**config.mk**
```make
export PLATFORM = sky130hd
export DESIGN_NAME = patch_writeback_16
export DESIGN_NICKNAME = d
export VERILOG_FILES = /design/src/rtl/patching_pkg.sv /design/src/rtl/patch_mask_scan.sv /design/src/rtl/patch_writeback_16.sv
export SDC_FILE = /design/constraint.sdc
export NUM_CORES = 1
export LEC_CHECK = 0
export BUFFER_PORTS_ARGS = -buffer_cell sky130_fd_sc_hd__buf_2
export CORE_MARGIN = 2
export CORE_UTILIZATION = 23
export DETAILED_ROUTE_END_ITERATION = 12
export PLACE_DENSITY_LB_ADDON = 0.08
export SYNTH_ARGS = -nofsm -noshare
export SYNTH_HDL_FRONTEND = slang
export SYNTH_SLANG_ARGS = --single-unit
```
**constraint.sdc**
```tcl
create_clock -name clk -period 20.3 [get_ports clk]
set_input_delay 3.045 -clock clk [delete_from_list [all_inputs] [get_ports clk]]
set_output_delay 3.045 -clock clk [all_outputs]
set_load 0.01 [all_outputs]
```
**src/rtl/patching_pkg.sv**
```systemverilog
// patching_pkg: shared FSM states, cache write constant and default sizes for the patch write-back path
package patching_pkg;
    typedef enum logic [1:0] {IDLE, ISSUE, DONE} wb_state_t;
    localparam logic CACHE_WRITE = 1'b0;
    localparam int DEF_N = 16;
    localparam int DEF_M = 16;
    localparam int DEF_ADDR_WIDTH = 21;
endpackage

```
**src/rtl/patch_mask_scan.sv**
```systemverilog
// patch_mask_scan: combinational lowest-set-bit finder over an M-bit patch mask
module patch_mask_scan #(
    parameter int M = 16
) (
    input  logic [M-1:0]         mask,
    output logic [$clog2(M)-1:0] index,
    output logic                 any_set
);
    localparam int IW = $clog2(M);
    // descending sweep so the lowest set bit is the last one to win
    always_comb begin
        index = '0;
        for (int i = M - 1; i >= 0; i--)
            if (mask[i]) index = IW'(i);
        any_set = |mask;
    end
endmodule

```
**src/rtl/patch_writeback_16.sv**
```systemverilog
// patch_writeback_16: writes masked activations back to the cache one word at a time; optional per-word watchdog via PATCH_WB_TIMEOUT_EN
module patch_writeback_16
    import patching_pkg::*;
#(
    parameter int N              = DEF_N,
    parameter int M              = DEF_M,
    parameter int ADDR_WIDTH     = DEF_ADDR_WIDTH,
    parameter int TIMEOUT_CYCLES = 64
) (
    input  logic                     clk,
    input  logic                     reset,
    input  logic                     start,
    input  logic [ADDR_WIDTH-1:0]    base_address,
    input  logic [M-1:0]             p,
    input  logic [M-1:0][N-1:0]      activation_patched,
    output logic                     busy,
    output logic                     done,
    output logic                     wb_error,
    output logic                     timeout,
    output logic [$clog2(M+1)-1:0]   written_count,
    output logic                     request,
    output logic                     read_write,
    output logic [ADDR_WIDTH-1:0]    address,
    output logic [N-1:0]             activation_in,
    input  logic                     valid,
    input  logic                     error
);
    localparam int IW = $clog2(M);
    localparam int CW = $clog2(M + 1);

    wb_state_t            state;
    logic [M-1:0]         mask_q;
    logic [M-1:0]         mask_clr;
    logic [M-1:0]         scan_in;
    logic [M-1:0][N-1:0]  data_q;
    logic [ADDR_WIDTH-1:0] base_q;
    logic [IW-1:0]        idx_q;
    logic [IW-1:0]        scan_idx;
    logic                 scan_any;
    logic                 wb_err_q;
    logic                 to_q;
    logic                 wd_fire;
    logic [CW-1:0]        wc_q;

    // In IDLE the scan looks at the incoming mask; in ISSUE at what remains once the current word retires
    assign mask_clr = mask_q & ~(M'(1) << idx_q);
    assign scan_in  = (state == IDLE) ? p : mask_clr;

    patch_mask_scan #(.M(M)) u_scan (
        .mask    (scan_in),
        .index   (scan_idx),
        .any_set (scan_any)
    );

`ifdef PATCH_WB_TIMEOUT_EN
    localparam int WW = $clog2(TIMEOUT_CYCLES + 1);
    logic [WW-1:0] wd_q;
    assign wd_fire = state == ISSUE && !valid && !error && wd_q == WW'(TIMEOUT_CYCLES - 1);
    // per-word watchdog: counts unanswered ISSUE cycles, restarts on every response or state change
    always_ff @(posedge clk or posedge reset) begin
        if (reset) wd_q <= '0;
        else       wd_q <= (state == ISSUE && !valid && !error) ? wd_q + WW'(1) : '0;
    end
`else
    logic unused_timeout;
    assign unused_timeout = ^TIMEOUT_CYCLES;
    assign wd_fire = 1'b0;
`endif

    // job FSM: latch on start, retire words in ascending index order, abort on error or watchdog
    always_ff @(posedge clk or posedge reset) begin
        if (reset) begin
            state    <= IDLE;
            mask_q   <= '0;
            data_q   <= '0;
            base_q   <= '0;
            idx_q    <= '0;
            wc_q     <= '0;
            wb_err_q <= 1'b0;
            to_q     <= 1'b0;
        end else begin
            case (state)
                IDLE: if (start) begin
                    mask_q   <= p;
                    data_q   <= activation_patched;
                    base_q   <= base_address;
                    idx_q    <= scan_idx;
                    wc_q     <= '0;
                    wb_err_q <= 1'b0;
                    to_q     <= 1'b0;
                    state    <= scan_any ? ISSUE : DONE;
                end
                ISSUE: if (error) begin
                    wb_err_q <= 1'b1;
                    state    <= DONE;
                end else if (valid) begin
                    wc_q   <= wc_q + CW'(1);
                    mask_q <= mask_clr;
                    idx_q  <= scan_idx;
                    state  <= scan_any ? ISSUE : DONE;
                end else if (wd_fire) begin
                    wb_err_q <= 1'b1;
                    to_q     <= 1'b1;
                    state    <= DONE;
                end
                default: state <= IDLE;
            endcase
        end
    end

    assign request       = state == ISSUE;
    assign busy          = request;
    assign done          = state == DONE;
    assign read_write    = CACHE_WRITE;
    assign address       = request ? base_q + ADDR_WIDTH'(idx_q) : '0;
    assign activation_in = request ? data_q[idx_q] : '0;
    assign wb_error      = wb_err_q;
    assign timeout       = to_q;
    assign written_count = wc_q;
endmodule

```
==> run metrics <==
Synth cell types=65; drt first pass iters=5; crit end category=primary output; first-pass GRT wire length=90,800 um; RSZ-0062 raised after global routing=false; Post-synth EDFFs=0; Slew HR=0.271; cell row count=93; DIE WIDTH=258 um; fin cells=2,815; Tot GR Track Use=0.184; RR Startpoint=state[0]; worst path required time=17,260 ps; synth warn=0; Worst Clk Skew=12.9 ps; Clock Tree Buf Depth=3; final hold violations=0; maximum capacitance violations=0; FF/Latch Area=7640 um2; Yosys top cell area share=0.513; TNS Setup=0 ps; layout net count=2,230; Worst Hold Launch=data_q[228]; footprint of the multi-input gates=6750 um2; number of global-route vias before repair=13,300; layout cells sized above 1=0.262; top post-synthesis cells by area=dfrtp_1 51%, nand2_1 22%, mux4_2 12%, clkbuf_1 1.9%, nor2_1 1.1%; antenna violations before repair=8; postcts setup bufs=0; Worst setup startpoint=idx_q[1]; WL final=61,700 um; # setup viols final=0; die area=66,700 um2; die height=258 um; sequential area share after synthesis=0.513; Resize count post-CTS=0; Placer Congestion=0.786; CTS tree=done; top layer in use=met5; status=finished clean; R2R Setup Slk=17,290 ps; period utilization=0.328; commonest cells after routing, fill and taps aside=876 x nand2_1, 343 x buf_2, 302 x dfrtp_1; later-pin clock latency in the skew report=550 ps; CP Launch Type=flop; Initial Util=0.232; fmax=150 MHz; antenna-violating nets left=0; Crit Path Class=reg -> out; routed length per instance=21.9 um; Worst-path clk slew=50 ps; min-delay worst type=reg -> reg; Final Critical Period=6660 ps; Clock Root Buffer=clkbuf_16; met2 WL=30,200 um; Inserted Clock Buffers=40; Crit Path Max Fanout=64; hold_buf cts=0; DRC=0; leakage=9.46 nW; DP HPWL=46,000 um; vias after detailed routing=12,600; largest net degree at the start of global routing=163; Slew @ Worst Pin=1090 ps; commonest non-fill, non-tap cell in the layout=nand2_1; Placed Cells=2,739; flops & latches, synth=305; Most used DFF post-synth=dfrtp_1; syn avg cell area=9.15 um2; PwrDens=146 nW/um2; area delta synth->final=25.4%; area leader, netlist=dfrtp_1; PortBufs=343; Core Area=64,200 um2; DR iter-0 viols=995; Clock Sinks=305; Syn Inst Count=1,626; CTS H-tree depth=2; DR WL met3=3390 um; gr ovfl total=0; Critical Path Sink=activation_in[14]; CP Data Arrival Time=3620 ps; maximum VDD drop=0.0000523 V; R2R Path End=data_q[104]; Final Slew Violations=0; Filler Cell Count=6,920; Synth async-reset ratio=1.00; Post-Syn Area=14,900 um2; Reg2Reg Depth=6; DR vias/cell=4.47; number of I/O pins=346; Met1 Wirelength=27,100 um
## area by class of cell
cell class,count,share of cell area
Antenna cell,4,0.000536
Clock buffer,64,0.0644
Clock inverter,8,0.00442
Inverter,12,0.00282
Multi-Input combinational cell,1207,0.362
Sequential cell,305,0.409
Tap cell,855,0.0573
Timing Repair Buffer,360,0.0995
## cell usage after synthesis, drive strengths merged, types with 2 or more instances
master  count
buf        29
nand2     877
xor2       11
nor3b       2
a22o        7
xnor2       9
a21oi      18
mux2i       5
a31oi       5
ha          5
o32a        2
nand3b      5
nand4       6
a21o        6
nor2b       2
or3         2
mux2        4
nand4b      2
and2       21
o32ai       3
o211ai      3
a21boi      3
clkbuf     74
inv        11
nor2       44
and3        3
dfrtp     305
mux4       80
nor4        5
o31ai       6
nand2b      5
a41oi       2
nand3      10
nor3        5
o21ai      28
## worst max-delay path, cell delays in order, from the launching register on
cell,delay [ps]
dfrtp_4,730
buf_4,730
mux4_2,630
mux4_2,470
and2_1,200
buf_2,150
## worst min path at each step
stage	to	slack, ps	depth (start not counted)
after floorplan	data_q[100]	440	2
after global placement	data_q[159]	460	2
after detailed placement	data_q[224]	460	2
after CTS	data_q[163]	470	2
after global routing	data_q[58]	490	2
final	data_q[228]	470	2
## through the flow
step                      utilization  setup slack (ps)  area (um2)  hold WS (ps)  total power [mW]
after floorplan                     -              8820       14900           440              1.66
final                           0.291             13640       18700           467              2.72
after detailed placement        0.270             14220       17400           458              2.05
after global routing            0.290             13390       18700           493              2.92
after CTS                       0.290             13590       18700           473              2.78
after global placement          0.270             14250       17400           455              2.05
## logic make-up (layout without fill, tap and decap cells)
logic type               after synthesis  in the layout  share of synthesized area
AO/OA/AOI/OAI                         97             97                     0.0440
XOR/XNOR                              20             20                     0.0118
flip-flops                           305            305                      0.513
multiplexers                          89             89                      0.128
buffers and inverters                115            444                     0.0342
AND/OR/NAND/NOR                      993            993                      0.264
other                                  1              6                   0.000252
adder cells (fa/ha/maj)                6              6                    0.00555
## flip-flops by register name, indices dropped and copies added (netlist names)
name	count
wb_error	1
state	2
base_q	21
mask_q	16
idx_q	4
data_q	256
written_count	5
## power breakdown
| group | switching (mW) | internal (mW) |
|---|---|---|
| clock network | 0.284 | 0.418 |
| logic | 0.525 | 0.411 |
| registers | 0.221 | 0.863 |
## per-layer routing
layer | track usage | vias up
met1 | 0.242 | 6276
met5 | 0 | -
met2 | 0.312 | 326
met4 | 0.0400 | 8
li1 | - | 5895
met3 | 0.0400 | 64
(Power assumes the default switching activity.)
